===== src/rtl/axi4lite_pkg.sv =====
// Shared AXI4-Lite types: response codes, bridge FSM states and default widths.
package axi4lite_pkg;

    localparam int unsigned AXI_ADDR_WIDTH = 6;
    localparam int unsigned AXI_DATA_WIDTH = 32;

    typedef enum logic [1:0] {
        OKAY   = 2'b00,
        EXOKAY = 2'b01,
        SLVERR = 2'b10,
        DECERR = 2'b11
    } resp_t;

    typedef enum logic [2:0] {
        IDLE    = 3'd0,
        WR_REQ  = 3'd1,
        WR_RESP = 3'd2,
        RD_REQ  = 3'd3,
        RD_DATA = 3'd4,
        RSP     = 3'd5
    } master_state_t;

endpackage


===== src/rtl/axi4lite_master_bridge.sv =====
// Single-outstanding AXI4-Lite initiator behind a valid/ready command/response port.
// Optional AXI4LITE_MASTER_ALIGN_CHECK_EN answers misaligned commands locally with SLVERR.
module axi4lite_master_bridge
    import axi4lite_pkg::*;
#(
    parameter int unsigned ADDR_WIDTH = AXI_ADDR_WIDTH,
    parameter int unsigned DATA_WIDTH = AXI_DATA_WIDTH,
    localparam int unsigned STRB_WIDTH = DATA_WIDTH / 8
) (
    input  logic                  ACLK,
    input  logic                  ARESET,
    input  logic                  cmd_valid,
    output logic                  cmd_ready,
    input  logic                  cmd_write,
    input  logic [ADDR_WIDTH-1:0] cmd_addr,
    input  logic [DATA_WIDTH-1:0] cmd_wdata,
    input  logic [STRB_WIDTH-1:0] cmd_wstrb,
    output logic                  rsp_valid,
    input  logic                  rsp_ready,
    output logic                  rsp_write,
    output logic [DATA_WIDTH-1:0] rsp_rdata,
    output logic [1:0]            rsp_resp,
    output logic [ADDR_WIDTH-1:0] AWADDR,
    output logic                  AWVALID,
    input  logic                  AWREADY,
    output logic [DATA_WIDTH-1:0] WDATA,
    output logic [STRB_WIDTH-1:0] WSTRB,
    output logic                  WVALID,
    input  logic                  WREADY,
    input  logic                  BVALID,
    input  logic [1:0]            BRESP,
    output logic                  BREADY,
    output logic [ADDR_WIDTH-1:0] ARADDR,
    output logic                  ARVALID,
    input  logic                  ARREADY,
    input  logic                  RVALID,
    input  logic [1:0]            RRESP,
    input  logic [DATA_WIDTH-1:0] RDATA,
    output logic                  RREADY
);

    master_state_t         state_q, state_d;
    logic                  awvalid_q, awvalid_d;
    logic                  wvalid_q, wvalid_d;
    logic                  bready_q, bready_d;
    logic                  arvalid_q, arvalid_d;
    logic                  rready_q, rready_d;
    logic                  rsp_valid_q, rsp_valid_d;
    logic                  rsp_write_q, rsp_write_d;
    logic [ADDR_WIDTH-1:0] addr_q, addr_d;
    logic [DATA_WIDTH-1:0] wdata_q, wdata_d;
    logic [STRB_WIDTH-1:0] wstrb_q, wstrb_d;
    logic [DATA_WIDTH-1:0] rsp_rdata_q, rsp_rdata_d;
    resp_t                 rsp_resp_q, rsp_resp_d;
    logic                  misaligned_s;
    logic                  aw_done_s;
    logic                  w_done_s;

`ifdef AXI4LITE_MASTER_ALIGN_CHECK_EN
    localparam int unsigned ALIGN_LSB = $clog2(STRB_WIDTH);
    assign misaligned_s = (cmd_addr[ALIGN_LSB-1:0] != '0);
`else
    assign misaligned_s = 1'b0;
`endif

    // A write channel counts as done once its VALID has dropped or is being accepted now.
    assign aw_done_s = !awvalid_q || AWREADY;
    assign w_done_s  = !wvalid_q  || WREADY;

    // Next-state and next-output decode for the transaction FSM.
    always_comb begin
        state_d     = state_q;
        awvalid_d   = awvalid_q;
        wvalid_d    = wvalid_q;
        bready_d    = bready_q;
        arvalid_d   = arvalid_q;
        rready_d    = rready_q;
        rsp_valid_d = rsp_valid_q;
        rsp_write_d = rsp_write_q;
        addr_d      = addr_q;
        wdata_d     = wdata_q;
        wstrb_d     = wstrb_q;
        rsp_rdata_d = rsp_rdata_q;
        rsp_resp_d  = rsp_resp_q;
        case (state_q)
            IDLE: begin
                if (cmd_valid) begin
                    addr_d      = cmd_addr;
                    wdata_d     = cmd_wdata;
                    wstrb_d     = cmd_wstrb;
                    rsp_write_d = cmd_write;
                    if (misaligned_s) begin
                        rsp_resp_d  = SLVERR;
                        rsp_rdata_d = '0;
                        rsp_valid_d = 1'b1;
                        state_d     = RSP;
                    end else if (cmd_write) begin
                        awvalid_d = 1'b1;
                        wvalid_d  = 1'b1;
                        state_d   = WR_REQ;
                    end else begin
                        arvalid_d = 1'b1;
                        state_d   = RD_REQ;
                    end
                end else begin
                    state_d = IDLE;
                end
            end
            WR_REQ: begin
                if (AWREADY) begin
                    awvalid_d = 1'b0;
                end else begin
                    awvalid_d = awvalid_q;
                end
                if (WREADY) begin
                    wvalid_d = 1'b0;
                end else begin
                    wvalid_d = wvalid_q;
                end
                if (aw_done_s && w_done_s) begin
                    bready_d = 1'b1;
                    state_d  = WR_RESP;
                end else begin
                    state_d = WR_REQ;
                end
            end
            WR_RESP: begin
                if (BVALID) begin
                    bready_d    = 1'b0;
                    rsp_resp_d  = resp_t'(BRESP);
                    rsp_rdata_d = '0;
                    rsp_valid_d = 1'b1;
                    state_d     = RSP;
                end else begin
                    state_d = WR_RESP;
                end
            end
            RD_REQ: begin
                if (ARREADY) begin
                    arvalid_d = 1'b0;
                    rready_d  = 1'b1;
                    state_d   = RD_DATA;
                end else begin
                    state_d = RD_REQ;
                end
            end
            RD_DATA: begin
                if (RVALID) begin
                    rready_d    = 1'b0;
                    rsp_rdata_d = RDATA;
                    rsp_resp_d  = resp_t'(RRESP);
                    rsp_valid_d = 1'b1;
                    state_d     = RSP;
                end else begin
                    state_d = RD_DATA;
                end
            end
            RSP: begin
                if (rsp_ready) begin
                    rsp_valid_d = 1'b0;
                    state_d     = IDLE;
                end else begin
                    state_d = RSP;
                end
            end
            default: begin
                awvalid_d   = 1'b0;
                wvalid_d    = 1'b0;
                bready_d    = 1'b0;
                arvalid_d   = 1'b0;
                rready_d    = 1'b0;
                rsp_valid_d = 1'b0;
                state_d     = IDLE;
            end
        endcase
    end

    // State and output registers with synchronous reset.
    always_ff @(posedge ACLK) begin
        if (ARESET) begin
            state_q     <= IDLE;
            awvalid_q   <= 1'b0;
            wvalid_q    <= 1'b0;
            bready_q    <= 1'b0;
            arvalid_q   <= 1'b0;
            rready_q    <= 1'b0;
            rsp_valid_q <= 1'b0;
            rsp_write_q <= 1'b0;
            addr_q      <= '0;
            wdata_q     <= '0;
            wstrb_q     <= '0;
            rsp_rdata_q <= '0;
            rsp_resp_q  <= OKAY;
        end else begin
            state_q     <= state_d;
            awvalid_q   <= awvalid_d;
            wvalid_q    <= wvalid_d;
            bready_q    <= bready_d;
            arvalid_q   <= arvalid_d;
            rready_q    <= rready_d;
            rsp_valid_q <= rsp_valid_d;
            rsp_write_q <= rsp_write_d;
            addr_q      <= addr_d;
            wdata_q     <= wdata_d;
            wstrb_q     <= wstrb_d;
            rsp_rdata_q <= rsp_rdata_d;
            rsp_resp_q  <= rsp_resp_d;
        end
    end

    assign cmd_ready = (state_q == IDLE);
    assign rsp_valid = rsp_valid_q;
    assign rsp_write = rsp_write_q;
    assign rsp_rdata = rsp_rdata_q;
    assign rsp_resp  = rsp_resp_q;
    assign AWADDR    = addr_q;
    assign AWVALID   = awvalid_q;
    assign WDATA     = wdata_q;
    assign WSTRB     = wstrb_q;
    assign WVALID    = wvalid_q;
    assign BREADY    = bready_q;
    assign ARADDR    = addr_q;
    assign ARVALID   = arvalid_q;
    assign RREADY    = rready_q;

endmodule


===== config.mk =====
export PLATFORM = sky130hd
export DESIGN_NAME = axi4lite_master_bridge
export DESIGN_NICKNAME = d
export VERILOG_FILES = /design/src/rtl/axi4lite_pkg.sv /design/src/rtl/axi4lite_master_bridge.sv
export SDC_FILE = /design/constraint.sdc
export NUM_CORES = 1
export LEC_CHECK = 0
export ABC_CLOCK_PERIOD_IN_PS = 1830
export BUFFER_PORTS_ARGS = -buffer_cell sky130_fd_sc_hd__buf_4
export CAP_MARGIN = 40
export CORE_AREA = 2 2 115 84
export DETAILED_ROUTE_END_ITERATION = 10
export DIE_AREA = 0 0 117 86
export GPL_ROUTABILITY_DRIVEN = 1
export PLACE_DENSITY_LB_ADDON = 0.08
export SYNTH_ARGS = -nofsm -noshare
export SYNTH_HDL_FRONTEND = slang
export SYNTH_SLANG_ARGS = --single-unit

===== constraint.sdc =====
create_clock -name ACLK -period 1.83 [get_ports ACLK]
set_input_delay 0.183 -clock ACLK [delete_from_list [all_inputs] [get_ports ACLK]]
set_output_delay 0.183 -clock ACLK [all_outputs]
set_load 0.005 [all_outputs]

==> results_dict.tcl <==
set metrics [dict create \
    status "completed" \
    yosysUniqueCellTypes 34 \
    crit_slowest_cell "dfxtp_1" \
    tightestPinTransition_ns 0.630 \
    drt-total-wl_um 9870 \
    hp-class "in2reg" \
    synth_most_common_cell "nand2_1" \
    dp.final_hpwl_um 6990 \
    crit_path_end "rsp_resp[0]" \
    cts_buffers 9 \
    worst_slack_ns 0.147 \
    design_area_um2 5130 \
    synth_seq_cells 86 \
    path_cells "and4bb_1 > a21oi_4 > buf_4 > nor2b_1 > nor3_1" \
    via_per_inst 4.79 \
    regArea_um2 1720 \
    setup-violations-final 0 \
    yosys-top-cells-area "dfxtp_1 50%, nand2_1 13%, a21oi_1 11%, nand4_1 5.8%, buf_6 2.3%" \
    grt_usage_pct 18.8 \
    gr-total-overflow 0 \
    cts_tree "built" \
    cap_violations 0 \
    dieWidth_um 117 \
    seq_area_frac_synth_pct 49.5 \
    synth_cells 427 \
    yosys_warnings 0 \
    irDropWorstVdd_v 0.000452 \
    drcViolationCount 0 \
    async_reset_ff_share_pct 0 \
    avgSynthCellArea_um2 8.14 \
    cts_setup_buffers 0 \
    startpoint_type "register" \
    grt_setup_unrepaired "no" \
    clk_pin_slew_ns 0.06 \
    cpPeakStageDelay_ns 0.65 \
    synth_area_um2 3480 \
    fin_crit_sh_pct 91.9 \
    clk_path_buf_depth 2 \
    drive_gt1_share_pct 36.0 \
    die_area_um2 10100 \
    p_total_mw 5.27 \
    maxSlewViolCount 0 \
    place_area_um2 4840 \
    end_kind "register" \
    gp_congestion 0.830 \
    grt_pass1_vias 3019 \
    crit_buf_inv 1 \
    row_count 29 \
    holdBufCountCts 0 \
    skew_ns 0.00596 \
    synth.cells.most_frequent "121 x nand2_1, 86 x dfxtp_1, 79 x a21oi_1" \
    max_freq_ghz 0.594 \
    diodes 0 \
    fp.coreArea_um2 8890 \
    layout.nets 678 \
    worstSetupPathType "reg2reg" \
    synthXorXnorAreaFrac_pct 0 \
    synth-simple-area-share_pct 25.0 \
    clkLatencyLatePin_ns 0.34 \
    grt_max_degree 56 \
    multi_input_area_um2 1480 \
    reg2reg_depth 5 \
    synth_fa_ha_area_share_pct 1.08 \
    post-place-ws_ns 0.176 \
    cp.arrival_ns 1.88 \
    clockRootBuffer "clkbuf_16" \
    grt_pass1_wl_um 14700 \
    wl_per_cell_um 13.8 \
    crit_start "state_q[0]" \
    yosysTopAreaCellShare_pct 49.5 \
    critical_path_required_ns 2.03 \
    ctsResizeCount 0 \
    cp_num_cells 5 \
    slew_headroom_pct 58.0 \
    fillerInstances 853 \
    syn_nets 518 \
    timing.hold.ws_ns 0.0871 \
    ioPinCount 178 \
    worstPathMaxFanout 19 \
    synth_edf_count 0 \
    hold_start "cmd_wdata[15]" \
    clock-sinks 86 \
    r2r_start "state_q[0]" \
    synth.mux.area_fraction_pct 0.288 \
    vias 3429 \
    power_density_nw_per_um2 1030 \
    hold_violations 0 \
    htreeDepth 3 \
    r2r_slack_ns 0.15 \
    start_util_pct 39.1 \
    synth_top_family_by_area "simple AND/OR/NAND/NOR gates" \
    fin_crit_ns 1.68 \
    synthFlopType "dfxtp_1" \
    synth-compound-area-share_pct 16.1 \
    final.setup.tns_ns 0 \
    yosysTopAreaCell "dfxtp_1" \
    area_growth_pct 47.5 \
    dr.first_iter.drc_count 182 \
    port_buffers 177 \
    fp.dieH_um 86 \
    antenna_found_initial 0 \
    crit_family "flip-flops" \
    ant_nets 0 \
    p_leak_nw 2.22 \
    r2r-end "rsp_resp[0]" \
    first_pass_iters 6 \
]
cell families after synthesis:
family	Yosys count
and+or+nand+nor	188
AOI/OAI and AO/OA	101
DFF	86
buffers and inverters	48
adders and majority gates	3
muxes	1
where the power goes:
| part | switching, mW | total (mW) | internal, mW |
|---|---|---|---|
| clock | 0.736 | 1.79 | 1.05 |
| combinational | 0.679 | 1.30 | 0.623 |
| sequential | 0.142 | 2.18 | 2.04 |
| total | 1.56 | 5.27 | 3.72 |
registers in the layout, summed over array words and instances (netlist names), 2 cells and up:
register	cells
rsp_rdata	32
rsp_resp	2
ARADDR	6
WSTRB	4
WDATA	32
state_q	3
layout by cell type, fill, tap and decap left out, drive strengths merged:
master | Yosys | final
and3 | 2 | 2
a21bo | 1 | 1
nand2 | 122 | 122
o21ai | 5 | 5
nor2b | 7 | 7
inv | 6 | 6
a211oi | 3 | 3
a21o | 1 | 1
ha | 3 | 3
a2bb2oi | 2 | 2
nand2b | 3 | 3
nor3 | 9 | 9
buf | 25 | 191
clkinv | 0 | 5
a311oi | 1 | 1
a31oi | 4 | 4
nor2 | 9 | 9
or3 | 1 | 1
and2 | 2 | 2
a21oi | 80 | 80
clkbuf | 17 | 10
mux2i | 1 | 1
and4bb | 1 | 1
o22ai | 1 | 1
nand4 | 32 | 32
dfxtp | 86 | 86
bufinv | 0 | 1
o31a | 1 | 1
a22oi | 1 | 1
o41ai | 1 | 1
cell type report:
cell class / instances / area share, %
multi-input cells: 293 / 28.8
clock buffers: 10 / 4.46
well taps: 124 / 3.03
clock inverters: 6 / 1.22
inverters: 6 / 0.439
flip-flops and latches: 86 / 33.6
repair buffers: 191 / 28.4
layer usage:
| metal | global-route usage, % | wire [µm] | vias to the layer above | part of all wire [%] |
|---|---|---|---|---|
| met5 | 0 | 0 | - | 0 |
| met4 | 7.59 | 197 | 0 | 2.0 |
| met3 | 5.58 | 665 | 18 | 6.7 |
| met2 | 29.5 | 4510 | 103 | 46 |
| met1 | 24.3 | 4500 | 1545 | 46 |
| li1 | - | - | 1763 | - |
worst min-delay path by stage:
stage | end | slack (ns) | depth (start not counted)
after floorplan | WDATA[0] | 0.32 | 2
after global placement | WSTRB[1] | 0.43 | 3
after detailed placement | WDATA[16] | 0.44 | 3
after CTS | WDATA[16] | 0.08 | 3
after global routing | ARADDR[2] | 0.08 | 3
final | WDATA[15] | 0.09 | 3
stage by stage:
step           instances  util [%]
4_1_cts              716      57.7
6_report             716      57.7
3_3_place_gp         700      54.4
5_1_grt              716      57.7
3_5_place_dp         700      54.4
2_1_floorplan        427         -
tightest hold or removal path, cell delays in order:
cell,delay (ns)
buf_4,0.11
nand2_1,0.04
a21oi_1,0.05
Power figures use the tool's default switching activity.
